## src/rtl/score_controller.sv

```systemverilog
// score_controller: Pong match sequencer. Owns both scores, runs the
// serve/play/game-over flow, gates ball motion and time-shares one digit
// generator between the left and right score digits.
module score_controller #(
    parameter int unsigned WIN_SCORE    = 7,
    parameter int unsigned SERVE_FRAMES = 60,
    parameter int unsigned BLINK_FRAMES = 30,
    parameter logic [11:0] LEFT_OFFSET  = 12'd280,
    parameter logic [11:0] RIGHT_OFFSET = 12'd344
) (
    input  logic        clk,
    input  logic        rst_n,
    input  logic        frame_start,
    input  logic        goal_left,
    input  logic        goal_right,
    input  logic        restart,
    input  logic [11:0] x,
    output logic [2:0]  score_left,
    output logic [2:0]  score_right,
    output logic        ball_enable,
    output logic [1:0]  winner,
    output logic [2:0]  gen_score,
    output logic [11:0] gen_offset,
    output logic        digit_visible
);

    localparam int unsigned SCORE_W = 3;
    localparam int unsigned CNT_W   = 8;
    localparam int unsigned WIN_W   = 2;

    localparam logic [WIN_W-1:0] WIN_NONE  = 2'b00;
    localparam logic [WIN_W-1:0] WIN_LEFT  = 2'b01;
    localparam logic [WIN_W-1:0] WIN_RIGHT = 2'b10;

    typedef enum logic [1:0] {
        ST_SERVE = 2'd0,
        ST_PLAY  = 2'd1,
        ST_OVER  = 2'd2
    } state_t;

    state_t               r_state;
    logic [CNT_W-1:0]     r_cnt;
    logic                 r_blink;
    logic [SCORE_W-1:0]   r_score_left;
    logic [SCORE_W-1:0]   r_score_right;
    logic [WIN_W-1:0]     r_winner;
    logic                 r_ball_enable;
    logic [SCORE_W-1:0]   r_gen_score;
    logic [11:0]          r_gen_offset;
    logic                 r_digit_visible;

    state_t               w_state_nxt;
    logic [CNT_W-1:0]     w_cnt_nxt;
    logic                 w_blink_nxt;
    logic [SCORE_W-1:0]   w_score_left_nxt;
    logic [SCORE_W-1:0]   w_score_right_nxt;
    logic [WIN_W-1:0]     w_winner_nxt;
    logic [CNT_W:0]       w_cnt_inc;
    logic [SCORE_W-1:0]   w_left_inc;
    logic [SCORE_W-1:0]   w_right_inc;
    logic                 w_right_side;
    logic                 w_left_mask;
    logic                 w_right_mask;

    // Counter and score increments; one extra counter bit keeps the compare exact at 255
    assign w_cnt_inc   = {1'b0, r_cnt} + (CNT_W+1)'(1);
    assign w_left_inc  = r_score_left + SCORE_W'(1);
    assign w_right_inc = r_score_right + SCORE_W'(1);

    // Next-state logic for the match FSM, counter, blink phase, scores and winner
    always_comb begin
        w_state_nxt       = r_state;
        w_cnt_nxt         = r_cnt;
        w_blink_nxt       = r_blink;
        w_score_left_nxt  = r_score_left;
        w_score_right_nxt = r_score_right;
        w_winner_nxt      = r_winner;

        if (restart) begin
            w_state_nxt       = ST_SERVE;
            w_cnt_nxt         = '0;
            w_blink_nxt       = 1'b0;
            w_score_left_nxt  = '0;
            w_score_right_nxt = '0;
            w_winner_nxt      = WIN_NONE;
        end else begin
            case (r_state)
                ST_SERVE: begin
                    if (frame_start) begin
                        if (w_cnt_inc == (CNT_W+1)'(SERVE_FRAMES)) begin
                            w_cnt_nxt   = '0;
                            w_state_nxt = ST_PLAY;
                        end else begin
                            w_cnt_nxt = CNT_W'(w_cnt_inc);
                        end
                    end
                end
                ST_PLAY: begin
                    // Simultaneous goals cancel each other out
                    if (goal_left && !goal_right) begin
                        w_score_left_nxt = w_left_inc;
                        w_cnt_nxt        = '0;
                        if (w_left_inc == SCORE_W'(WIN_SCORE)) begin
                            w_state_nxt  = ST_OVER;
                            w_winner_nxt = WIN_LEFT;
                        end else begin
                            w_state_nxt = ST_SERVE;
                        end
                    end else if (goal_right && !goal_left) begin
                        w_score_right_nxt = w_right_inc;
                        w_cnt_nxt         = '0;
                        if (w_right_inc == SCORE_W'(WIN_SCORE)) begin
                            w_state_nxt  = ST_OVER;
                            w_winner_nxt = WIN_RIGHT;
                        end else begin
                            w_state_nxt = ST_SERVE;
                        end
                    end
                end
                ST_OVER: begin
                    if (frame_start) begin
                        if (w_cnt_inc == (CNT_W+1)'(BLINK_FRAMES)) begin
                            w_cnt_nxt   = '0;
                            w_blink_nxt = ~r_blink;
                        end else begin
                            w_cnt_nxt = CNT_W'(w_cnt_inc);
                        end
                    end
                end
                default: begin
                    w_state_nxt = ST_SERVE;
                    w_cnt_nxt   = '0;
                end
            endcase
        end
    end

    // Match state registers; ball_enable is registered from the next state
    always_ff @(posedge clk or negedge rst_n) begin
        if (!rst_n) begin
            r_state       <= ST_SERVE;
            r_cnt         <= '0;
            r_blink       <= 1'b0;
            r_score_left  <= '0;
            r_score_right <= '0;
            r_winner      <= WIN_NONE;
            r_ball_enable <= 1'b0;
        end else begin
            r_state       <= w_state_nxt;
            r_cnt         <= w_cnt_nxt;
            r_blink       <= w_blink_nxt;
            r_score_left  <= w_score_left_nxt;
            r_score_right <= w_score_right_nxt;
            r_winner      <= w_winner_nxt;
            r_ball_enable <= (w_state_nxt == ST_PLAY);
        end
    end

    // Side select and per-side blink masks; the winner's digit hides while blink is high
    assign w_right_side = (x >= RIGHT_OFFSET);
    assign w_left_mask  = !(r_blink && (r_winner == WIN_LEFT));
    assign w_right_mask = !(r_blink && (r_winner == WIN_RIGHT));

    // Digit generator mux, registered one cycle behind x
    always_ff @(posedge clk or negedge rst_n) begin
        if (!rst_n) begin
            r_gen_score     <= '0;
            r_gen_offset    <= LEFT_OFFSET;
            r_digit_visible <= 1'b1;
        end else if (w_right_side) begin
            r_gen_score     <= r_score_right;
            r_gen_offset    <= RIGHT_OFFSET;
            r_digit_visible <= w_right_mask;
        end else begin
            r_gen_score     <= r_score_left;
            r_gen_offset    <= LEFT_OFFSET;
            r_digit_visible <= w_left_mask;
        end
    end

    assign score_left    = r_score_left;
    assign score_right   = r_score_right;
    assign ball_enable   = r_ball_enable;
    assign winner        = r_winner;
    assign gen_score     = r_gen_score;
    assign gen_offset    = r_gen_offset;
    assign digit_visible = r_digit_visible;

endmodule

```

## config.mk

```make
export PLATFORM = sky130hd
export DESIGN_NAME = score_controller
export DESIGN_NICKNAME = d
export VERILOG_FILES = /design/src/rtl/score_controller.sv
export SDC_FILE = /design/constraint.sdc
export NUM_CORES = 1
export LEC_CHECK = 0
export ABC_AREA = 1
export CAP_MARGIN = 20
export CELL_PAD_IN_SITES_DETAIL_PLACEMENT = 1
export CELL_PAD_IN_SITES_GLOBAL_PLACEMENT = 1
export CORE_ASPECT_RATIO = 2
export CORE_MARGIN = 2
export CORE_UTILIZATION = 37
export DETAILED_ROUTE_END_ITERATION = 6
export PLACE_DENSITY_LB_ADDON = 0.1
export SETUP_SLACK_MARGIN = 0.2
export SLEW_MARGIN = 20
export SYNTH_ARGS = -nofsm -noshare
export SYNTH_HDL_FRONTEND = slang
export SYNTH_SLANG_ARGS = --single-unit
```

## constraint.sdc

```tcl
create_clock -name clk -period 3.3 [get_ports clk]
set_clock_uncertainty 0.1 [all_clocks]
set_input_delay 0.33 -clock clk [delete_from_list [all_inputs] [get_ports clk]]
set_output_delay 0.33 -clock clk [all_outputs]
set_load 0.03 [all_outputs]
```

==> results of run 1 <==
==> layout make-up <==
cell class	instances	area [sq um]
Tap cell	52	65.1
Sequential cell	25	627
Clock buffer	3	41.3
Multi-Input combinational cell	158	805
Timing Repair Buffer	29	288
Clock inverter	1	5.00
Fill cell	543	2190
Inverter	29	109
==> synthesized netlist by cell type (2+ instances only) <==
master,n,share of area (%)
nand3_1,17,5.4
o21ai_0,14,4.4
nor2_1,25,5.9
dfrtp_1,24,38
nor2_4,3,2.1
conb_1,2,0.47
inv_1,27,6.4
nand2_1,50,12
ha_1,6,4.7
nor3_1,3,0.94
inv_2,2,0.47
o2111ai_1,2,1.1
nand4_1,3,1.2
a21oi_1,5,1.6
nand2_2,8,3.1
buf_4,11,5.2
==> worst reg2reg max path: stages, from the launching register on <==
cell     delay, ns
dfrtp_1       0.46
ha_1          0.29
nand3_1       0.19
o21ai_2       0.17
nand2_2       0.09
nor2_4        0.17
nand3_1       0.11
nand2_2       0.07
nand2_2       0.09
nand2_1       0.08
nand2_1       0.05
==> state kept, by name (all words and copies together) (netlist names) <==
signal	cells
digit_visible	1
r_blink	1
r_cnt	8
score_right	3
gen_score	3
ball_enable	1
winner	2
gen_offset	1
r_state	2
score_left	3
==> power by group through the flow <==
stage,Sequential [W],Clock [W],Combinational [W]
2_1_floorplan,0.000339,0,0.0000609
3_3_place_gp,0.000331,0,0.000103
3_5_place_dp,0.000331,0,0.000106
4_1_cts,0.000325,0.000192,0.000106
5_1_grt,0.000327,0.000202,0.000117
6_report,0.000325,0.000186,0.000104
==> routing by layer <==
metal,vias to the layer above,wire [um],share of wire [%]
li1,722,-,-
met1,721,1420,35
met2,17,2500,62
met3,5,65,1.6
met4,0,51,1.3
met5,-,0,0
==> cell families (layout without fill, tap and decap cells) <==
kind of cell	count (synthesis)	after routing	share of synthesized area [%]
AOI/OAI and AO/OA	27	27	10.3
xor gates and xnor gates	2	2	1.10
adders and majority gates	6	6	4.72
buffers and inverters	40	62	12.0
DFF	25	25	39.4
other	2	11	0.473
and+or+nand+nor	112	112	31.9
==> worst max-delay path by stage <==
stage | slack, ns | cells after the start | endpoint | start
after CTS | 1.27 | 10 | r_cnt[0]$_DFFE_PN0P_ | r_cnt[0]$_DFFE_PN0P_
after detailed placement | 1.07 | 9 | r_cnt[0]$_DFFE_PN0P_ | restart
after global placement | 1.11 | 9 | r_cnt[0]$_DFFE_PN0P_ | restart
after floorplan | 1.65 | 10 | r_cnt[2]$_DFFE_PN0P_ | r_cnt[0]$_DFFE_PN0P_
final | 1.33 | 10 | r_cnt[0]$_DFFE_PN0P_ | r_cnt[0]$_DFFE_PN0P_
after global routing | 1.10 | 10 | r_cnt[1]$_DFFE_PN0P_ | r_cnt[0]$_DFFE_PN0P_
==> through the flow <==
stage	utilization (%)	setup WS [ns]	instances	hold slack, ns
2_1_floorplan	-	1.65	223	-0.0656
3_3_place_gp	45.8	1.11	293	0.425
3_5_place_dp	45.8	1.07	293	0.441
4_1_cts	47.0	1.27	297	0.325
5_1_grt	47.0	1.10	297	0.361
6_report	47.0	1.33	297	0.312
==> impl_metrics.json, run 1 <==
{
  "status": "completed",
  "initial_core_util_pct": 38.5,
  "grt_pass1_wl_um": 7280,
  "avgSynthCellArea_sq_um": 7.43,
  "synth_cells": 214,
  "combinationalPowerShare_pct": 16.9,
  "gp_congestion": 0.769,
  "switchingPower_w": 0.000179,
  "hold_path_class": "in -> async",
  "met1_usage_pct": 19.0,
  "routed_wl_um": 4030,
  "nets": 270,
  "area_growth_pct": 22.0,
  "end_kind": "flop",
  "ys.flop_type": "dfrtp_1",
  "async_flop_share_pct": 100,
  "postLayoutCellArea_sq_mm": 0.00194,
  "cp.arrival_ns": 2.04,
  "num_antenna_cells": 0,
  "core-area_sq_mm": 0.00413,
  "final_antenna_net_count": 0,
  "cp_common_cell": "nand2_2",
  "power.share.clock_pct": 30.2,
  "grtUsageMet2_pct": 38.5,
  "synth-seq-cells": 25,
  "grt_use_met3_pct": 1.70,
  "synth-edff-count": 0,
  "h-tree-depth": 1,
  "grt_use_total_pct": 18.9,
  "synth_cell_types": 28,
  "setup_tns_ns": 0,
  "antenna_found_initial": 0,
  "cts_hold_buf": 0,
  "crit_chain": "ha_1, nand3_1, o21ai_2, nand2_2, nor2_4, nand3_1, nand2_2, nand2_2, nand2_1, nand2_1",
  "first_pass_iters": 4,
  "rsz0062_at_grt": "false",
  "cts_resized": 0,
  "yosysSeqAreaShare_pct": 39.4,
  "maxCapViolations": 0,
  "dieArea_sq_mm": 0.00487,
  "grt_start_max_net_pins": 26,
  "netSwitchingFraction_pct": 29.1,
  "leakagePower_nw": 0.892,
  "place_area_sq_mm": 0.00189,
  "drt-initial-drc-count": 15,
  "fmax_mhz": 506,
  "vias": 1465,
  "critPathKind": "reg -> reg",
  "reg2reg_setup_slack_ns": 1.33,
  "ys_warn_count": 0,
  "layout_commonest_cell": "nand2_1",
  "die_y_um": 96.7,
  "wl_per_cell_um": 13.6,
  "final_cell_mix": "50 x nand2_1, 28 x clkdlybuf4s50_1, 27 x inv_1",
  "intPower_w": 0.000436,
  "crit_fanout": 6,
  "cp_slowest_cell": "dfrtp_1",
  "cpPeakStageDelay_ns": 0.46,
  "reg2regPathDepth": 10,
  "totalPowerFinal_w": 0.000615,
  "netlist_area_sq_mm": 0.00159,
  "grt-ovfl-total": 0,
  "cts.sinks": 25,
  "p_per_area_mw_per_mm2": 317,
  "grt_pass1_vias": 1633,
  "busiest_layer": "met2",
  "r2r_end": "r_cnt[0]$_DFFE_PN0P_",
  "cts_tree": "done",
  "period_share_pct": 59.8,
  "port_buffers": 28,
  "maxSlewViolCount": 0,
  "hpwl_um": 3320,
  "cts_setup_buffers": 0,
  "cp_top_family": "simple AND/OR/NAND/NOR gates",
  "regToRegStartpoint": "r_cnt[0]$_DFFE_PN0P_",
  "drc": 0,
  "layout-drive-gt1-share_pct": 9.80,
  "cp.required_ns": 3.37,
  "insertion_delay_ns": 0.27,
  "root_buffer": "clkbuf_8",
  "final-hold-violation-count": 0,
  "clkSlewWorstSetupHoldPaths_ns": 0.09,
  "cts_buffers": 3,
  "setup_viol": 0,
  "io-pin-count": 43,
  "period_needed_ns": 1.97,
  "seqPwrFrac_pct": 52.9,
  "via_per_inst": 4.93,
  "worstSetupStartpointType": "flop",
  "rows": 33,
  "crit_buf_inv": 0,
  "ir_drop_v": 0.000262,
  "clockBufferDepth": 2,
  "die_x_um": 50.3
}
Note: power is estimated with default switching activity, not from simulation.
==> run 2: changes to the inputs <==
--- a/config.mk
+++ b/config.mk
@@ -11,7 +11,7 @@
 export CELL_PAD_IN_SITES_GLOBAL_PLACEMENT = 1
 export CORE_ASPECT_RATIO = 2
 export CORE_MARGIN = 2
-export CORE_UTILIZATION = 37
+export CORE_UTILIZATION = 31
 export DETAILED_ROUTE_END_ITERATION = 6
 export PLACE_DENSITY_LB_ADDON = 0.1
 export SETUP_SLACK_MARGIN = 0.2
==> constraint.sdc (replaced) <==
create_clock -name clk -period 1.6 [get_ports clk]
set_clock_uncertainty 0.1 [all_clocks]
set_input_delay 0.16 -clock clk [delete_from_list [all_inputs] [get_ports clk]]
set_output_delay 0.16 -clock clk [all_outputs]
set_load 0.03 [all_outputs]
==> run 2 against run 1 <==
Net effect: first-iteration DRC count decreased by 53%; worst setup slack got worse by 1.4 ns; register-to-register slack got worse by 1.4 ns; highest routed layer unchanged; critical path depth increased by 1; routed wire length increased by 18%; cell area increased by 26%; largest power group unchanged; global-route usage decreased by 1.1 points; maximum frequency increased by 15%; via count increased by 11%; the flow now finishes with violations (negative setup slack); largest cell class unchanged; hold slack got worse by 0.17 ns; non-clock buffer count increased by 45; sequential share of layout area decreased by 6.2 points.
==> impl_metrics.json, run 2 (synthesized netlist as in run 1, its figures left out) <==
{
  "area_growth_pct": 53.5,
  "critPathKind": "reg -> reg",
  "grt_use_total_pct": 17.8,
  "route.met2.wl_um": 3010,
  "regArea_sq_um": 637,
  "drc": 0,
  "core-area_sq_mm": 0.00491,
  "first_pass_iters": 4,
  "grt_pass1_vias": 1690,
  "leakagePower_nw": 1.13,
  "postLayoutCellArea_sq_mm": 0.00244,
  "grt_pass1_wl_um": 7540,
  "cts.sinks": 25,
  "crit_fanout": 4,
  "largest_register_ffs": 8,
  "die_y_um": 105,
  "rows": 36,
  "r2r_end": "r_blink$_DFFE_PN0P_",
  "period_needed_ns": 1.71,
  "h-tree-depth": 1,
  "multi_input_area_sq_um": 947,
  "cp.required_ns": 1.71,
  "num_antenna_cells": 0,
  "final_cell_mix": "44 x nand2_1, 41 x buf_4, 24 x inv_1",
  "drt-initial-drc-count": 7,
  "cp.arrival_ns": 1.82,
  "grt-ovfl-total": 0,
  "cts_hold_buf": 0,
  "period_share_pct": 107,
  "io-pin-count": 43,
  "final_antenna_net_count": 0,
  "ir_drop_v": 0.000469,
  "violations": "negative setup slack",
  "maxSlewViolCount": 0,
  "hpwl_um": 3630,
  "clockBufferDepth": 2,
  "regToRegStartpoint": "r_cnt[0]$_DFFE_PN0P_",
  "worstSetupStartpointType": "flop",
  "maxCapViolations": 0,
  "gp_congestion": 0.776,
  "layout-drive-gt1-share_pct": 37.9,
  "via_per_inst": 4.67,
  "root_buffer": "clkbuf_8",
  "dp_cells": 327,
  "setup_ws_ns": -0.111,
  "setup_tns_ns": -0.741,
  "grt_start_max_net_pins": 26,
  "initial_core_util_pct": 32.4,
  "dieArea_sq_mm": 0.00575,
  "totalPowerFinal_w": 0.00136,
  "end_kind": "flop",
  "reg2regPathDepth": 11,
  "clkSlewWorstSetupHoldPaths_ns": 0.09,
  "nets": 315,
  "port_buffers": 28,
  "reg2reg_setup_slack_ns": -0.11,
  "insertion_delay_ns": 0.27,
  "antenna_found_initial": 0,
  "highest_layer": "met4",
  "vias": 1620,
  "wl_per_cell_um": 13.8,
  "setup_viol": 10,
  "cts_tree": "done",
  "hold_path_class": "in -> async",
  "wl_met3_um": 94,
  "wl_met1_um": 1530,
  "place_area_sq_mm": 0.00216,
  "utilization_pct": 49.7,
  "routed_wl_um": 4770,
  "fillers": 623,
  "final-hold-violation-count": 0,
  "rsz0062_at_grt": "true",
  "cts_buffers": 3,
  "fin_cells": 347,
  "regMostFlops": "r_cnt",
  "die_x_um": 54.6,
  "status": "finished with violations",
  "layout_commonest_cell": "nand2_1",
  "fmax_mhz": 584,
  "p_per_area_mw_per_mm2": 558
}
[run 2: cell type report]
cell class              instances  share of cell area, %
multi-input cells             158                   38.8
flip-flops and latches         25                   26.1
repair buffers                 74                   25.8
inverters                      29                   4.46
well taps                      57                   2.92
clock buffers                   4                   1.85
[run 2: what timing repair did]
action                                  in CTS  in global routing
endpoints found under the setup margin      32                 25
resized for setup                           45                 32
buffers inserted                            13                  3
pin swaps                                   19                 12
[run 2: critical path: stages, from the launching register on]
cell,delay [ns]
dfrtp_2,0.46
ha_4,0.20
buf_6,0.11
nand4_1,0.10
nand2_2,0.08
nor2_1,0.09
nand2_1,0.06
nor2_2,0.13
nand3_2,0.12
nand2_1,0.08
inv_1,0.04
nor2_1,0.09
[run 2: layer usage]
layer  up-vias  track usage [%]
li1        811                -
met1       770             17.0
met2        29             35.6
met3        10            0.992
met4         0             6.07
met5         -                0
[run 2: how the worst max path moves through the flow]
stage               cells after the start               endpoint            startpoint
global route                           11   r_cnt[3]$_DFFE_PN0P_  r_cnt[0]$_DFFE_PN0P_
finish                                 11    r_blink$_DFFE_PN0P_  r_cnt[0]$_DFFE_PN0P_
global placement                        8  winner[0]$_DFFE_PN0P_             goal_left
floorplan                              11   r_cnt[0]$_DFFE_PN0P_  r_cnt[0]$_DFFE_PN0P_
CTS                                    10   r_cnt[4]$_DFFE_PN0P_  r_cnt[1]$_DFFE_PN0P_
detailed placement                      8  winner[0]$_DFFE_PN0P_             goal_left
[run 2: where the power goes]
| group | internal (W) | leakage (nW) | switching [W] |
|---|---|---|---|
| clock | 0.000179 | 0.0228 | 0.000208 |
| combinational | 0.000131 | 0.788 | 0.000167 |
| sequential | 0.000652 | 0.323 | 0.0000234 |
| total | 0.000962 | 1.13 | 0.000399 |
[run 2: per-stage QoR]
| step | worst slack, ns | hold slack [ns] |
|---|---|---|
| floorplan | 0.0763 | -0.236 |
| global placement | -0.148 | 0.427 |
| detailed placement | -0.165 | 0.416 |
| CTS | -0.115 | 0.152 |
| global route | -0.223 | 0.190 |
| finish | -0.111 | 0.145 |
==> run 3: changes to the inputs <==
--- a/config.mk
+++ b/config.mk
@@ -7,7 +7,7 @@
 export LEC_CHECK = 0
 export ABC_AREA = 1
 export CAP_MARGIN = 20
-export CELL_PAD_IN_SITES_DETAIL_PLACEMENT = 1
+export CELL_PAD_IN_SITES_DETAIL_PLACEMENT = 0
 export CELL_PAD_IN_SITES_GLOBAL_PLACEMENT = 1
 export CORE_ASPECT_RATIO = 2
 export CORE_MARGIN = 2
==> run 3 against run 2 <==
Net effect: the run still ends with negative setup slack left; power decreased by 2.1%; flip-flop and latch count unchanged; maximum frequency increased by 2.3%; register-to-register slack gained 0.04 ns; hold slack gained 0.0088 ns; via count decreased by 1.8%; routed wire length shrank 9.8%; critical endpoint is now r_cnt[4]$_DFFE_PN0P_; largest cell class unchanged; largest power group unchanged; highest routed layer unchanged.
==> impl_metrics.json, run 3 (synthesized netlist as in run 1, its figures left out) <==
{
  "end_kind": "flop",
  "cpPeakStageDelay_ns": 0.43,
  "rows": 36,
  "clockBufferDepth": 2,
  "io-pin-count": 43,
  "routed_wl_um": 4300,
  "grt-ovfl-total": 0,
  "drt-initial-drc-count": 35,
  "setup_tns_ns": -0.527,
  "period_share_pct": 105,
  "layout-drive-gt1-share_pct": 38.5,
  "final_antenna_net_count": 0,
  "regMostFlops": "r_cnt",
  "antenna_found_initial": 0,
  "root_buffer": "clkbuf_8",
  "critPathKind": "reg -> reg",
  "grt_pass1_vias": 1563,
  "die_y_um": 105,
  "setup_viol": 9,
  "maxCapViolations": 0,
  "h-tree-depth": 1,
  "wl_per_cell_um": 12.5,
  "postLayoutCellArea_sq_mm": 0.00248,
  "core-area_sq_mm": 0.00491,
  "cts_buffers": 3,
  "cp.required_ns": 1.67,
  "layout_commonest_cell": "nand2_1",
  "insertion_delay_ns": 0.27,
  "status": "finished with violations",
  "drc": 0,
  "period_needed_ns": 1.67,
  "fillers": 519,
  "initial_core_util_pct": 32.4,
  "nets": 313,
  "port_buffers": 28,
  "hpwl_um": 3290,
  "dieArea_sq_mm": 0.00575,
  "final_cell_mix": "42 x nand2_1, 38 x buf_4, 25 x inv_1",
  "cts_tree": "done",
  "grt_pass1_wl_um": 6940,
  "setup_ws_ns": -0.0732,
  "cp.arrival_ns": 1.74,
  "gp_congestion": 0.776,
  "worstSetupStartpointType": "flop",
  "area_growth_pct": 55.9,
  "first_pass_iters": 4,
  "final-hold-violation-count": 0,
  "die_x_um": 54.6,
  "hold_path_class": "in -> async",
  "grt_use_total_pct": 16.2,
  "vias": 1591,
  "rsz0062_at_grt": "true",
  "place_area_sq_mm": 0.00216,
  "multi_input_area_sq_um": 987,
  "via_per_inst": 4.61,
  "num_antenna_cells": 0,
  "regArea_sq_um": 639,
  "p_per_area_mw_per_mm2": 537,
  "leakagePower_nw": 1.14,
  "grt_start_max_net_pins": 26,
  "crit_fanout": 6,
  "fmax_mhz": 598,
  "cp_slowest_cell": "dfrtp_2",
  "clkSlewWorstSetupHoldPaths_ns": 0.09,
  "crit_chain": "ha_4, nand3_4, o21ai_2, nand2_2, nor2_4, nand3_1, nand2_2, nand2_4, nand2_1, nand2_1",
  "holdWs_ns": 0.153,
  "cts.sinks": 25,
  "violations": "negative setup slack",
  "ir_drop_v": 0.000465,
  "utilization_pct": 50.5,
  "dp_slack_ns": -0.140,
  "maxSlewViolCount": 0,
  "largest_register_ffs": 8
}
[run 3: cell types whose count changed in the layout (fill, tap and decap cells not counted), sizes merged]
| cell | previous run | this run |
|---|---|---|
| dlygate4sd2 | 6 | 8 |
| clkbuf | 4 | 5 |
| buf | 48 | 46 |
| clkdlybuf4s15 | 6 | 3 |
[run 3: through the flow]
step / cells / total power (W)
2_1_floorplan: 223 / 0.000833
3_3_place_gp: 327 / 0.000942
3_5_place_dp: 327 / 0.000942
4_1_cts: 341 / 0.00135
5_1_grt: 345 / 0.00141
6_report: 345 / 0.00133
[run 3: final timing paths]
kind                                               to  cells past startpoint  slack [ns]                        from
hold reg to reg            score_right[0]$_DFFE_PN0P_                      1        0.42  score_right[0]$_DFFE_PN0P_
min in group clk           score_right[0]$_DFFE_PN0P_                      1        0.42  score_right[0]$_DFFE_PN0P_
setup / recovery                 r_cnt[4]$_DFFE_PN0P_                     10       -0.07        r_cnt[0]$_DFFE_PN0P_
hold / removal                 gen_score[1]$_DFF_PN0_                      2        0.15                       rst_n
max in group asynchronous     digit_visible$_DFF_PN1_                      2        0.94                       rst_n
setup reg to reg                 r_cnt[4]$_DFFE_PN0P_                     10       -0.07        r_cnt[0]$_DFFE_PN0P_
[run 3: worst max-delay path: cells and delay by family, from the launching register on]
kind	cells	cell delay, ns
AND/OR/NAND/NOR	8	0.69
flip-flops	1	0.43
adder cells (fa/ha/maj)	1	0.18
AO/OA/AOI/OAI	1	0.15
[run 3: layer usage]
metal  up-vias  GRT usage (%)  part of all wire [%]
met2        31           32.1                    63
met3         8           1.56                   2.1
met1       746           16.2                    33
li1        806              -                     -
met5         -              0                     0
met4         0           4.29                   2.0
[run 3: report_power, final]
part / total (W) / internal, W / switching (W)
Clock: 0.000377 / 0.000178 / 0.000199
Sequential: 0.000676 / 0.000652 / 0.0000237
Combinational: 0.000278 / 0.000118 / 0.000160
Total: 0.00133 / 0.000948 / 0.000383
[run 3: timing repair]
action,in CTS,in global routing
hold buffers,0,0
pin swaps,15,14
resized for setup,39,45
buffers inserted,10,4
setup endpoints to repair,28,25
[run 3: cell type report]
class	count	share of cell area [%]
Clock buffer	4	1.82
Inverter	29	4.39
Multi-Input combinational cell	158	39.8
Sequential cell	25	25.8
Tap cell	57	2.88
Timing Repair Buffer	72	25.3
==> patch, RTL diff (config.mk and constraints of run 3) <==
Encoding of `state_t`: now one-hot (3 bits for 3 states).
--- a/src/rtl/score_controller.sv
+++ b/src/rtl/score_controller.sv
@@ -32,10 +32,10 @@
     localparam logic [WIN_W-1:0] WIN_LEFT  = 2'b01;
     localparam logic [WIN_W-1:0] WIN_RIGHT = 2'b10;
 
-    typedef enum logic [1:0] {
-        ST_SERVE = 2'd0,
-        ST_PLAY  = 2'd1,
-        ST_OVER  = 2'd2
+    typedef enum logic [2:0] {
+        ST_SERVE = 3'b001,
+        ST_PLAY  = 3'b010,
+        ST_OVER  = 3'b100
     } state_t;
 
     state_t               r_state;
Check against the original RTL: same outputs for any inputs over 10 cycles, from zero or initial values and one cycle with rst_n low; not proved beyond that.
==> patch against run 3 <==
  * The flow still finishes with violations (setup timing)
  * Synthesized cell count up 8.9%
  * Power up 11%
  * Area after synthesis grew 8.0%
  * Cell count up 6.1%
  * Critical path depth did not move
  * Count of clock-buffer cells in the layout unchanged
  * Global-route usage is 0.62 points higher
  * Sequential share of layout area down 0.18 points
  * Wire length up 7.7%
  * Sequential cell count up 1
  * Worst setup slack worse by 0.0066 ns
  * Sequential power is 5.2% higher
  * First-iteration DRC count shrank 43%
  * Final area increased by 4.4%
  * Critical path type unchanged
  * Largest cell class unchanged
==> patch: results (changes against run 3) <==
- Cells on worst reg2reg path: 10 (unchanged)
- Ys flop type: dfrtp_1
- Register area share after synthesis: 38.0% (-1.4 points)
- Setup_tns: -0.524 ns (+0.00230 ns)
- Worst setup margin: -0.0799 ns (-0.00664 ns)
- DPL Wire Length: 3690 um (+12%)
- Compound-Gate Fraction of Synth Area: 9.84% (-0.48 points)
- Worst-Skew Late Latency: 0.28 ns
- Cell variety after synth: 29 (+3.6%)
- Worst R2R Start: r_cnt[1]$_DFFE_PN0P_
- Setup violators final: 10 (+1)
- CTS H-tree lvls: 1 (unchanged)
- Leak: 0.00120 uW (+5.6%)
- Vias: 1679 (+5.5%)
- WP data arrival: 1.76 ns (+0.02 ns)
- Yosys warns: 0 (unchanged)
- Status: finished with violations
- Nets: 331 (+5.8%)
- Inserted Diodes: 0 (unchanged)
- XOR/XNOR Fraction of Synth Area: 1.02% (-0.082 points)
- Slowest cell delay on critical path: 0.41 ns (-0.02 ns)
- PortBufs: 28 (unchanged)
- Hold WS: 0.144 ns (-0.00924 ns)
- Total track usage: 16.9% (+0.62 points)
- Multiplexer share of the synthesized area: 0% (unchanged)
- Worst path slowest cell: dfrtp_2
- Biggest register: r_cnt
- Asr flop ratio synth: 100% (unchanged)
- Clock buffer depth: 2 (unchanged)
- Share of cells above drive strength 1: 40.5% (+2.0 points)
- Failing checks: setup timing
- Worst-path clk slew: 0.09 ns (about the same)
- Drt first pass iters: 4 (unchanged)
- Post-synth top cells: nand2_1, inv_1, nor2_1, dfrtp_1, o21ai_0
- Total CTS buffers: 3 (unchanged)
- Initial antenna violation count: 0 (unchanged)
- Critical path peak fanout: 6 (unchanged)
- Largest family of logic cells by synthesized area: simple AND/OR/NAND/NOR gates
- Peak VDD IR: 520 uV (+12%)
- Synth area leaders: dfrtp_1, nand2_1, inv_1
- GPL Wtd Cong: 0.813 (+4.8%)
- Worst r2r dst: r_cnt[4]$_DFFE_PN0P_
- Global-route wire length before repair: 7890 um (+14%)
- Wire per inst: 12.7 um (+1.5%)
- Largest net degree at the start of global routing: 27 (+3.8%)
- Number of flip-flops in the largest register: 8 (unchanged)
- Starting DRT DRC Count: 20 (-43%)
- Post-Synth Adder-Cell Area: 4.37% (-0.35 points)
- Critical path type: reg2reg
-- patch: kinds of logic after synthesis --
logic type | Yosys count
flip-flops | 26
buffers and inverters | 47
AO/OA/AOI/OAI | 29
adder cells (fa/ha/maj) | 6
AND/OR/NAND/NOR | 121
XOR/XNOR | 2
other | 2
-- patch: per-stage QoR --
step           instances  area [um2]  setup WS, ns  total power [uW]
5_1_grt              366        2590        -0.199              1560
3_5_place_dp         351        2290        -0.160              1020
6_report             366        2590       -0.0799              1480
3_3_place_gp         351        2290        -0.146              1010
4_1_cts              361        2460       -0.0802              1480
2_1_floorplan        242        1780        0.0753               888
-- patch: repair_timing --
| action | 4_1_cts | 5_1_grt |
|---|---|---|
| gates resized for setup | 67 | 36 |
| hold buffers | 0 | 0 |
| buffers inserted | 5 | 5 |
| setup endpoints to repair | 32 | 25 |
| gates cloned | 1 | 0 |
| pin swaps | 11 | 8 |
-- patch: area by class of cell --
type | instances | area (um2)
multi-input cells | 169 | 1050
repair inverters | 1 | 7.51
repair buffers | 72 | 607
fillers | 585 | 2790
well taps | 60 | 75.1
inverters | 34 | 133
flip-flops and latches | 26 | 663
clock buffers | 4 | 55.1
-- patch: power by group --
part | switching [uW] | leakage, uW | total [uW] | internal, uW
Sequential | 28.6 | 0.000333 | 711 | 683
Clock | 226 | 0.0000288 | 446 | 221
Combinational | 188 | 0.000841 | 323 | 135
-- patch: metal layers --
metal / vias to the layer above / track usage [%] / wire, um
li1: 858 / - / -
met3: 7 / 1.42 / 103
met5: - / 0 / 0
met1: 784 / 16.8 / 1600
met2: 30 / 34.1 / 2820
met4: 0 / 7.14 / 113
-- patch: how the worst min path moves through the flow --
stage	endpoint	cells past startpoint
after floorplan	ball_enable$_DFF_PN0_	0
after global placement	r_cnt[5]$_DFFE_PN0P_	2
after detailed placement	score_right[1]$_DFFE_PN0P_	2
after CTS	gen_offset[6]$_DFF_PN0_	2
after global routing	gen_score[2]$_DFF_PN0_	2
final	gen_score[2]$_DFF_PN0_	2
